<file path="config.mk">
export PLATFORM = sky130hd
export DESIGN_NAME = serial_adder
export DESIGN_NICKNAME = d
export VERILOG_FILES = /design/src/rtl/serial_adder_pkg.sv /design/src/rtl/full_adder.sv /design/src/rtl/half_adder.sv /design/src/rtl/serial_adder.sv
export SDC_FILE = /design/constraint.sdc
export NUM_CORES = 1
export LEC_CHECK = 0
export CAP_MARGIN = 10
export CORE_UTILIZATION = 60
export DETAILED_ROUTE_END_ITERATION = 10
export DONT_BUFFER_PORTS = 1
export GPL_TIMING_DRIVEN = 0
export PLACE_DENSITY = 0.76
export REMOVE_ABC_BUFFERS = 1
export SLEW_MARGIN = 30
export SYNTH_ARGS = -nofsm -noshare
export SYNTH_HDL_FRONTEND = slang
export SYNTH_HIERARCHICAL = 1
export SYNTH_SLANG_ARGS = --single-unit
</file>
<file path="constraint.sdc">
create_clock -name clk -period 1.95 [get_ports clk]
set_clock_uncertainty 0.05 [all_clocks]
set_input_delay 0.195 -clock clk [delete_from_list [all_inputs] [get_ports clk]]
set_output_delay 0.195 -clock clk [all_outputs]
set_load 0.02 [all_outputs]
</file>
<file path="src/rtl/serial_adder_pkg.sv">
// Shared constants and helpers for the serial_adder slice.
//   WIDTH limits : legal operand widths for serial_adder
//   cnt_width()  : bit-count width for the serial step counter
package serial_adder_pkg;

  localparam int unsigned SA_WIDTH_MIN = 2;
  localparam int unsigned SA_WIDTH_MAX = 32;

  // Counter width covering 0..w-1; never narrower than one bit.
  function automatic int unsigned cnt_width(input int unsigned w);
    return (w <= 2) ? 1 : $clog2(w);
  endfunction

endpackage

</file>
<file path="src/rtl/full_adder.sv">
// Full-adder cell built from two half_adder instances.
//   a, b, cin : input bits
//   s         : sum bit
//   cout      : carry-out (majority of a, b, cin)
module full_adder (
  input  logic a,
  input  logic b,
  input  logic cin,
  output logic s,
  output logic cout
);

  logic s1;
  logic c1;
  logic c2;

  half_adder u_ha0 (
    .a (a),
    .b (b),
    .s (s1),
    .c (c1)
  );

  half_adder u_ha1 (
    .a (s1),
    .b (cin),
    .s (s),
    .c (c2)
  );

  assign cout = c1 | c2;

endmodule

</file>
<file path="src/rtl/half_adder.sv">
// Half-adder cell.
//   a, b : input bits
//   s    : sum bit (a ^ b)
//   c    : carry bit (a & b)
module half_adder (
  input  logic a,
  input  logic b,
  output logic s,
  output logic c
);

  assign s = a ^ b;
  assign c = a & b;

endmodule

</file>
<file path="src/rtl/serial_adder.sv">
// Bit-serial WIDTH-bit unsigned adder, LSB first, one bit per clock.
//   clk, rst_n : clock, async active-low reset
//   start      : request, sampled only in IDLE; a/b captured on acceptance
//   a, b       : operands
//   busy       : high while bits are processed
//   done       : one-cycle pulse when sum/cout become valid
//   sum, cout  : registered result, held until the next completion
module serial_adder
  import serial_adder_pkg::*;
#(
  parameter int unsigned WIDTH = 8
) (
  input  logic             clk,
  input  logic             rst_n,
  input  logic             start,
  input  logic [WIDTH-1:0] a,
  input  logic [WIDTH-1:0] b,
  output logic             busy,
  output logic             done,
  output logic [WIDTH-1:0] sum,
  output logic             cout
);

  localparam int unsigned CNT_W = cnt_width(WIDTH);

  localparam logic [1:0] S_IDLE = 2'd0;
  localparam logic [1:0] S_RUN  = 2'd1;
  localparam logic [1:0] S_DONE = 2'd2;

  if (WIDTH < SA_WIDTH_MIN || WIDTH > SA_WIDTH_MAX) begin : g_width_chk
    $error("serial_adder: WIDTH out of range");
  end

  logic [1:0]       state_q, state_d;
  logic [CNT_W-1:0] cnt_q, cnt_d;
  logic             carry_q, carry_d;
  logic [WIDTH-1:0] sa_q, sa_d;
  logic [WIDTH-1:0] sb_q, sb_d;
  logic [WIDTH-2:0] ps_q, ps_d;
  logic [WIDTH-1:0] sum_q, sum_d;
  logic             cout_q, cout_d;

  logic             fa_s;
  logic             fa_co;
  logic             last_bit;
  logic [WIDTH-1:0] ps_shift;

  full_adder u_fa (
    .a    (sa_q[0]),
    .b    (sb_q[0]),
    .cin  (carry_q),
    .s    (fa_s),
    .cout (fa_co)
  );

  assign last_bit = (cnt_q == CNT_W'(WIDTH - 1));
  // New bit enters at the MSB; ps keeps only the upper WIDTH-1 bits since
  // the final bit goes straight into sum.
  assign ps_shift = {fa_s, ps_q};

  // State register.
  always_ff @(posedge clk or negedge rst_n) begin
    if (!rst_n) begin
      state_q <= S_IDLE;
    end else begin
      state_q <= state_d;
    end
  end

  // Next-state logic.
  always_comb begin
    state_d = state_q;
    case (state_q)
      S_IDLE:  if (start) state_d = S_RUN;
      S_RUN:   if (last_bit) state_d = S_DONE;
      S_DONE:  state_d = S_IDLE;
      default: state_d = S_IDLE;
    endcase
  end

  // Output decode from the state register.
  always_comb begin
    busy = 1'b0;
    done = 1'b0;
    case (state_q)
      S_RUN:   busy = 1'b1;
      S_DONE:  done = 1'b1;
      default: ;
    endcase
  end

  // Datapath next values.
  always_comb begin
    cnt_d   = cnt_q;
    carry_d = carry_q;
    sa_d    = sa_q;
    sb_d    = sb_q;
    ps_d    = ps_q;
    sum_d   = sum_q;
    cout_d  = cout_q;
    case (state_q)
      S_IDLE: begin
        if (start) begin
          sa_d    = a;
          sb_d    = b;
          carry_d = 1'b0;
          cnt_d   = '0;
          ps_d    = '0;
        end
      end
      S_RUN: begin
        carry_d = fa_co;
        sa_d    = sa_q >> 1;
        sb_d    = sb_q >> 1;
        ps_d    = ps_shift[WIDTH-1:1];
        cnt_d   = cnt_q + CNT_W'(1);
        if (last_bit) begin
          sum_d  = ps_shift;
          cout_d = fa_co;
        end
      end
      default: ;
    endcase
  end

  // Datapath registers.
  always_ff @(posedge clk or negedge rst_n) begin
    if (!rst_n) begin
      cnt_q   <= '0;
      carry_q <= 1'b0;
      sa_q    <= '0;
      sb_q    <= '0;
      ps_q    <= '0;
      sum_q   <= '0;
      cout_q  <= 1'b0;
    end else begin
      cnt_q   <= cnt_d;
      carry_q <= carry_d;
      sa_q    <= sa_d;
      sb_q    <= sb_d;
      ps_q    <= ps_d;
      sum_q   <= sum_d;
      cout_q  <= cout_d;
    end
  end

  assign sum  = sum_q;
  assign cout = cout_q;

endmodule

</file>
==> results of run 1 <==
==> synthesized netlist by cell type <==
cell type  instances
o22ai_1           24
nand2_1            3
dfrtp_1           38
buf_2              5
o21bai_1           1
inv_8              1
nand2_8            1
inv_1              3
nand2b_1           1
nor2b_1            2
a22o_1            10
clkbuf_1           3
nand3b_1           2
or2_1              1
mux2_4             9
o21ai_0            5
o221a_2            2
a21oi_1           13
nand2b_4           1
ha_1               4
nor2_1             5
buf_6              2
buf_1              1
==> worst min-delay path by stage <==
stage,slack [ns],endpoint,depth (start not counted),start
2_1_floorplan,-0.15,carry_q$_DFFE_PN0P_,0,rst_n
3_3_place_gp,-0.15,sa_q[2]$_DFFE_PN0P_,0,rst_n
6_report,0.02,sa_q[2]$_DFFE_PN0P_,2,start
3_5_place_dp,-0.15,sa_q[1]$_DFFE_PN0P_,0,rst_n
5_1_grt,0.01,sa_q[4]$_DFFE_PN0P_,2,start
4_1_cts,0.009,sb_q[4]$_DFFE_PN0P_,2,start
==> stage by stage <==
stage          area [um2]   util  instances  worst slack [ns]
6_report             1920  0.746        181             0.190
5_1_grt              1920  0.746        181            0.0722
4_1_cts              1920  0.746        181             0.223
3_5_place_dp         1660  0.646        156             0.349
3_3_place_gp         1660  0.646        156             0.414
2_1_floorplan        1620      -        126             0.452
==> registers in the layout (all words and copies together), names as in the netlist <==
signal / count
sa_q: 8
cnt_q: 3
carry_q: 1
sb_q: 8
sum: 8
ps_q: 7
cout: 1
state_q: 2
==> kinds of logic (layout without fill, tap and decap cells) <==
kind of cell               count (synthesis)  count (layout)  share of synthesized area
AOI/OAI and AO/OA                         55              55                      0.213
and+or+nand+nor                           16              16                     0.0617
muxes                                      9               9                     0.0803
buffers and inverters                     15              29                     0.0506
adders and majority gates                  4               4                     0.0297
DFF                                       38              38                      0.565
==> layer usage <==
layer | wire length, um | global-route usage
met3 | 193 | 0.0902
met5 | 0 | 0
met2 | 1510 | 0.388
met1 | 1460 | 0.303
met4 | 49 | 0.0750
==> worst max-delay path: stages (launching register included) <==
cell	delay (ns)
dfrtp_1	0.51
inv_1	0.28
nor2_1	0.38
==> area by class of cell <==
cell class | instances | area (um2) | area share
Clock inverter | 3 | 40.0 | 0.0209
Clock buffer | 5 | 37.5 | 0.0196
Sequential cell | 38 | 951 | 0.496
Timing Repair Buffer | 17 | 180 | 0.0941
Tap cell | 30 | 37.5 | 0.0196
Multi-Input combinational cell | 84 | 647 | 0.338
Inverter | 4 | 22.5 | 0.0118
==> where the power goes <==
| part | internal (mW) | leakage (nW) | switching (mW) | total, mW |
|---|---|---|---|---|
| Sequential | 1.14 | 0.469 | 0.388 | 1.53 |
| Combinational | 0.534 | 0.354 | 0.502 | 1.04 |
| Clock | 0.265 | 0.0450 | 0.253 | 0.519 |
| Total | 1.94 | 0.868 | 1.14 | 3.08 |
==> results.cfg, run 1 <==
[clock_network]
cts_hold_buffers = 17
cts_buffer_depth = 2
h-tree-depth = 2
clk_latency_ns = 0.34
cts_buffers = 5
clk_pin_slew_ns = 0.11
post_cts_resized = 0
post_cts_buffers = 0
cts_tree = done
ctsRootBufferMaster = clkbuf_4
clock_sinks = 38

[sta]
rsz0062_at_grt = no
maxSlewViolCount = 0
final-setup-viol-count = 0
slew_headroom = 0.455
worst_pin_slew_ns = 0.816
finalCritPeriodShare = 0.902
hold_viol = 0
setup-tns-final_ns = 0
holdWs_ns = 0.0250
fin_crit_ns = 1.76
fmax_ghz = 0.568

[detailed_routing]
drt_iter0_drc = 25
ant_nets = 0
wl_per_cell_um = 17.8
vias_per_cell = 6.46
routed_wirelength_mm = 3.22
firstDrtPassIters = 5
vias = 1169
drc = 0

[synth]
yosys_warnings = 6
synth_area_leaders = dfrtp_1 57%, o22ai_1 8.9%, mux2_4 8.0%
synth_top_area_share = 0.565
avgSynthCellArea_um2 = 12.3
syn-cell-area_um2 = 1680
ys_types = 23
ys_seq_area_frac = 0.565
ys_ff_latch = 38
yosysTopAreaCell = dfrtp_1
syn-instance-count = 137

[floorplan]
initial_core_util = 0.655
die_h_um = 55.0
ios = 30
core-area_um2 = 2570
die_x_um = 55.0
rows = 18
dieArea_um2 = 3020

[final_layout]
layout_commonest_cell = dfrtp_1
drive_gt1_frac = 0.152
diodes = 0
fillers = 175
fin_nets = 173
area_growth_pct = 13.8
mostFrequentLayoutCells = 38 x dfrtp_1, 24 x o22ai_1, 16 x dlygate4sd3_1, 13 x a21oi_1, 10 x a22o_1

[critical_path]
crit_path_end = done
cp_data_arrival_time_ns = 1.51
worstSetupStartpointType = flop
cp_max_fo = 13
required_ns = 1.70
cp-end-kind = primary output
crit_start = state_q[1]$_DFFE_PN0P_
reg2regPathDepth = 4
rrSetupSlack_ns = 0.33
critPathKind = flop to primary output
worstReg2RegStart = sa_q[0]$_DFFE_PN0P_
reg2reg_to = cout$_DFFE_PN0P_

[global_routing]
grt_pass1_wl_mm = 4.89
track_usage = 0.242
grt_antenna_before_repair = 0
grt_pass1_vias = 1080
grt-ovfl-total = 0
grt_max_degree = 39

[placed_design]
post-dp-hpwl_mm = 1.94
place_congestion = 0.725
io_buffers = 0

[job]
drv_cap = 0

[outcome]
status = finished clean

[power_and_ir_drop]
ir_drop_mv = 1.12
p_leak_nw = 0.868
p_per_area_nw_per_um2 = 1610
p_total_mw = 3.08

[hold_path]
hold_path.class = primary input to flop
(Power assumes the default switching activity.)
==> run 2, diff against run 1 <==
--- a/config.mk
+++ b/config.mk
@@ -6,11 +6,11 @@
 export NUM_CORES = 1
 export LEC_CHECK = 0
 export CAP_MARGIN = 10
-export CORE_UTILIZATION = 60
+export CORE_UTILIZATION = 51
 export DETAILED_ROUTE_END_ITERATION = 10
-export DONT_BUFFER_PORTS = 1
 export GPL_TIMING_DRIVEN = 0
-export PLACE_DENSITY = 0.76
+export PLACE_DENSITY = 0.78
+export RECOVER_POWER = 100
 export REMOVE_ABC_BUFFERS = 1
 export SLEW_MARGIN = 30
 export SYNTH_ARGS = -nofsm -noshare
==> results.cfg, run 2 (synthesis results as in run 1) <==
[critical_path]
rrSetupSlack_ns = 0.16
required_ns = 1.70
critPathKind = flop to primary output
reg2regPathDepth = 4
cp-end-kind = primary output
cpPeakStageDelay_ns = 0.50
cp_slowest_cell = dfrtp_2
cp_data_arrival_time_ns = 1.62
worstPathCellList = nand2b_4 > inv_4 > dlygate4sd2_1
reg2reg_to = sum[3]$_DFFE_PN0P_
cp_max_fo = 16
worstSetupStartpointType = flop
worstReg2RegStart = state_q[1]$_DFFE_PN0P_

[final_layout]
layout_commonest_cell = dfrtp_1
fin_util = 0.647
drive_gt1_frac = 0.113
diodes = 0
final_area_um2 = 2010
instances_no_fill = 212
fillers = 276
seqCellArea_um2 = 952
multi_input_area_um2 = 601
fin_nets = 190
mostFrequentLayoutCells = 37 x dfrtp_1, 24 x o22ai_1, 17 x clkdlybuf4s50_1, 13 x a21oi_1
area_growth_pct = 19.3

[clock_network]
clk_latency_ns = 0.35
clk_pin_slew_ns = 0.12
clock_sinks = 38
h-tree-depth = 2
cts_tree = done
cts_buffers = 5
cts_buffer_depth = 2
ctsRootBufferMaster = clkbuf_4

[detailed_routing]
wl_met1_mm = 1.44
drt_iter0_drc = 54
top_layer_used = met4
wl_met3_um = 151
drc = 0
firstDrtPassIters = 4
vias_per_cell = 5.83
ant_nets = 0
wl_met2_mm = 1.51
wl_per_cell_um = 14.8
routed_wirelength_mm = 3.14
vias = 1236

[sta]
rsz0062_at_grt = no
maxSlewViolCount = 0
final-setup-viol-count = 0
slew_headroom = 0.476
finalCritPeriodShare = 0.954
fmax_ghz = 0.537
fin_crit_ns = 1.86
hold_viol = 0
holdWs_ns = 0.273
setup_ws_ns = 0.0891
worst_pin_slew_ns = 0.784

[power_and_ir_drop]
p_leak_nw = 0.891
ir_drop_mv = 0.723
p_per_area_nw_per_um2 = 1520

[placed_design]
place_ws_ns = -0.124
place_inst = 200
io_buffers = 29
place_area_um2 = 1980
place_congestion = 0.801
post-dp-hpwl_mm = 2.14

[floorplan]
dieArea_um2 = 3530
rows = 20
ios = 30
initial_core_util = 0.542
die_x_um = 59.4
core-area_um2 = 3100
die_h_um = 59.4

[job]
drv_cap = 0

[global_routing]
grt_max_degree = 31
grt-ovfl-total = 0
grt_pass1_wl_mm = 5.13
track_usage = 0.200
grt_pass1_vias = 1147
grt_antenna_before_repair = 0

[hold_path]
hold_path.class = primary input to async pin

[outcome]
status = finished clean
run 2: changes by cell type in the layout (fill, tap and decap cells not counted), sizes merged:
| cell | change |
|---|---|
| clkdlybuf4s50 | +17 |
| clkbuf | +4 |
| dlygate4sd2 | +1 |
| dlygate4sd3 | -6 |
| buf | +2 |
| bufinv | -1 |
| clkinv | -1 |
| inv | -1 |
| clkinvlp | +2 |
run 2: layout make-up:
type                            instances  area share
Tap cell                               44      0.0274
Inverter                                4      0.0106
Multi-Input combinational cell         84       0.299
Clock inverter                          2     0.00623
Timing Repair Buffer                   34       0.156
Sequential cell                        38       0.474
Clock buffer                            6      0.0256
run 2: critical path, delay by kind of cell, from the launching register on:
kind	cells	cell delay [ns]
buffers and inverters	2	0.51
flip-flops	1	0.50
AND/OR/NAND/NOR	1	0.26
run 2: worst max path at each step:
stage                                      start             endpoint  slack [ns]  depth (start not counted)
after floorplan              sa_q[0]$_DFFE_PN0P_     cout$_DFFE_PN0P_        0.45                          4
after global placement                     rst_n  ps_q[0]$_DFFE_PN0P_       -0.15                          1
after detailed placement                   start  ps_q[1]$_DFFE_PN0P_       -0.12                          3
after CTS                 state_q[1]$_DFFE_PN0P_                 done        0.04                          3
after global routing      state_q[1]$_DFFE_PN0P_                 busy        0.02                          3
final                     state_q[1]$_DFFE_PN0P_                 busy        0.09                          3
run 2: stage by stage:
| stage | setup TNS, ns | total power, mW |
|---|---|---|
| global route | 0 | 3.24 |
| CTS | 0 | 3.20 |
| finish | 0 | 3.05 |
| global placement | -7.42 | 2.69 |
| floorplan | 0 | 2.30 |
| detailed placement | -1.86 | 2.77 |
run 2: timing repair:
| item | 4_1_cts | 5_1_grt |
|---|---|---|
| setup endpoints to repair | 2 | 1 |
| pin swaps | 0 | 0 |
| endpoints found under the hold margin | 38 | 0 |
| setup buffers | 1 | 2 |
| hold buffers | 1 | 0 |
| gates resized for setup | 3 | 1 |
| gates cloned | 0 | 0 |
run 2: power breakdown:
group / total [mW] / internal (mW) / switching [mW]
Combinational: 1.21 / 0.591 / 0.618
Clock: 0.437 / 0.173 / 0.264
Sequential: 1.40 / 1.14 / 0.261
run 2: routing by layer:
layer,vias up,GRT usage
met5,-,0
met1,608,0.261
met3,7,0.0699
met2,40,0.302
li1,581,-
met4,0,0.0816
==> RTL edit: new RTL, settings of run 1 <==
Take the reset off `sa_q`, `sb_q`, `ps_q` and `sum_q` and load them in a clocked block of their own.
--- a/src/rtl/serial_adder.sv
+++ b/src/rtl/serial_adder.sv
@@ -129,18 +129,17 @@
       cnt_q   <= '0;
       carry_q <= 1'b0;
-      sa_q    <= '0;
-      sb_q    <= '0;
-      ps_q    <= '0;
-      sum_q   <= '0;
       cout_q  <= 1'b0;
     end else begin
       cnt_q   <= cnt_d;
       carry_q <= carry_d;
-      sa_q    <= sa_d;
-      sb_q    <= sb_d;
-      ps_q    <= ps_d;
-      sum_q   <= sum_d;
       cout_q  <= cout_d;
     end
+  end
+
+  always_ff @(posedge clk) begin
+    sa_q  <= sa_d;
+    sb_q  <= sb_d;
+    ps_q  <= ps_d;
+    sum_q <= sum_d;
   end
 
Function: differs if rst_n is asserted again (counterexample within 10 cycles, from zero or initial values and one cycle with rst_n low); with rst_n held inactive, the same outputs for 10 cycles.
==> RTL edit against run 1 <==
Routed wire length shrank 29%; clock power grew 28%; largest power group unchanged; worst hold slack lost 0.0064 ns; power shrank 3.2%; highest routed layer unchanged; register-to-register slack lost 0.22 ns; area after synthesis shrank 7.7%; fmax shrank 4.4%; count of clock-buffer cells in the layout is the same; setup slack lost 0.081 ns; final area shrank 6.1%; sequential cell count is the same.
==> RTL edit: results (changes against run 1) <==
Final layout
  • Fraction of layout cells with a size suffix above 1: 26.47% (+11 points)
  • NumNets Final: 124 (-28%)
  • ANT cells: 0 (unchanged)

Synthesis
  • Ys Warns: 6 (unchanged)
  • Largest cells by area after synthesis: edfxtp_1 (60%), dfrtp_1 (11%), mux2_2 (7.2%), mux2_4 (5.8%), ha_1 (3.2%)
  • Ys async rst share: 18.42% (-82 points)
  • Mux cell area share after synthesis: 13.04% (+5.0 points)
  • Post-synthesis sequential area ratio: 71.18% (+15 points)
  • Commonest cells in the netlist: edfxtp_1 (31), mux2_2 (10), and2_1 (7), dfrtp_1 (7), mux2_4 (6)
  • EDFF count, synth: 31 (+31)
  • Adder-Cell Fraction of Synth Area: 3.221% (+0.25 points)
  • Synth Area in Compound Gates: 2.496% (-19 points)
  • Cell variety after synth: 19 (-17%)

Outcome
  • Status: complete, no violations

GRT
  • GR met1 Demand/Resource: 22.75% (-7.6 points)
  • Largest net degree at the start of global routing: 29 (-26%)
  • Total track usage: 17.98% (-6.2 points)
  • Vias in the first global route: 702 (-35%)
  • Met2 Track Usage GR: 25.95% (-13 points)
  • Number of antenna violations at the first check in global routing: 0 (unchanged)
  • Grt met3 use: 6.322% (-2.7 points)
  • Global-route wire length before repair: 3.215 mm (-34%)

Power and ir drop
  • P_sw: 0.7976 mW (-30%)
  • Gate power share: 26.4% (-7.2 points)
  • Power share of the clock group: 22.3% (+5.5 points)
  • Leakage: 0.7208 nW (-17%)
  • Clock-net power: 0.666 mW (+28%)
  • Peak VDD IR: 1215 uV (+8.1%)

Clock tree
  • TritonCTS Buffers: 5 (unchanged)
  • H-tree Lvls: 2 (unchanged)
  • Hold_buf cts: 11 (-6)
  • CTS root buf: clkbuf_4
  • Clock latency on the worst-skew pair: 0.34 ns (about the same)
  • Longest Clk Path Bufs: 2 (unchanged)
  • Post-CTS setup buffer count: 0 (unchanged)

Place
  • Port Buffers: 0 (unchanged)
  • Area after DPL: 0.001553 mm^2 (-6.3%)
  • Dpl hpwl: 1.271 mm (-35%)
  • Placer Congestion: 0.7007 (-3.3%)

Critical path
  • Crit-path leading delay family: buffers and inverters
  • Worst EP arrival: 1.77 ns (+0.26 ns)
  • Largest stage delay, worst path: 0.66 ns (+0.15 ns)
  • Worst-path fanout max: 23 (+10)
  • Crit-path slowest cell: inv_1

Detailed routing
  • Met3 WL: 112 um (-42%)
  • Drt initial violations: 12 (-52%)
  • Met1 Wirelength: 1.003 mm (-31%)
  • Drt wl/cell: 17.33 um (-2.5%)
  • DR WL met2: 1.147 mm (-24%)
  • Pre-antenna DRT Iters: 4 (-1)
  • Uppermost layer routed: met4
  • Via Count: 744 (-36%)

Min path
  • Hold crit path type: in -> reg

STA
  • Rel. slew slack: 43.37% (-2.1 points)
-- RTL edit: stage by stage --
step | worst slack, ns | cells
global placement | 0.1031 | 110
detailed placement | 0.08397 | 110
finish | 0.1089 | 132
global route | -0.008852 | 132
floorplan | 0.2929 | 80
CTS | 0.08513 | 129
-- RTL edit: layout make-up --
class,count,area (um^2)
inverters,1,3.754
repair buffers,13,130.1
multi-input cells,42,414.1
clock buffers,5,37.54
fillers,149,656.9
clock inverters,3,68.82
well taps,30,37.54
flip-flops and latches,38,1106
-- RTL edit: worst paths after layout --
path / startpoint / to / slack [ns] / cells after the start
setup / recovery: state_q[1] / sb_q[7] / 0.11 / 2
max in group asynchronous: rst_n / cnt_q[0] / 1.49 / 1
min in group asynchronous: rst_n / cnt_q[2] / 0.11 / 1
hold reg to reg: ps_q[0] / sum[0] / 0.40 / 0
hold / removal: b[0] / sb_q[0] / 0.02 / 1
setup reg to reg: state_q[1] / sb_q[7] / 0.11 / 2
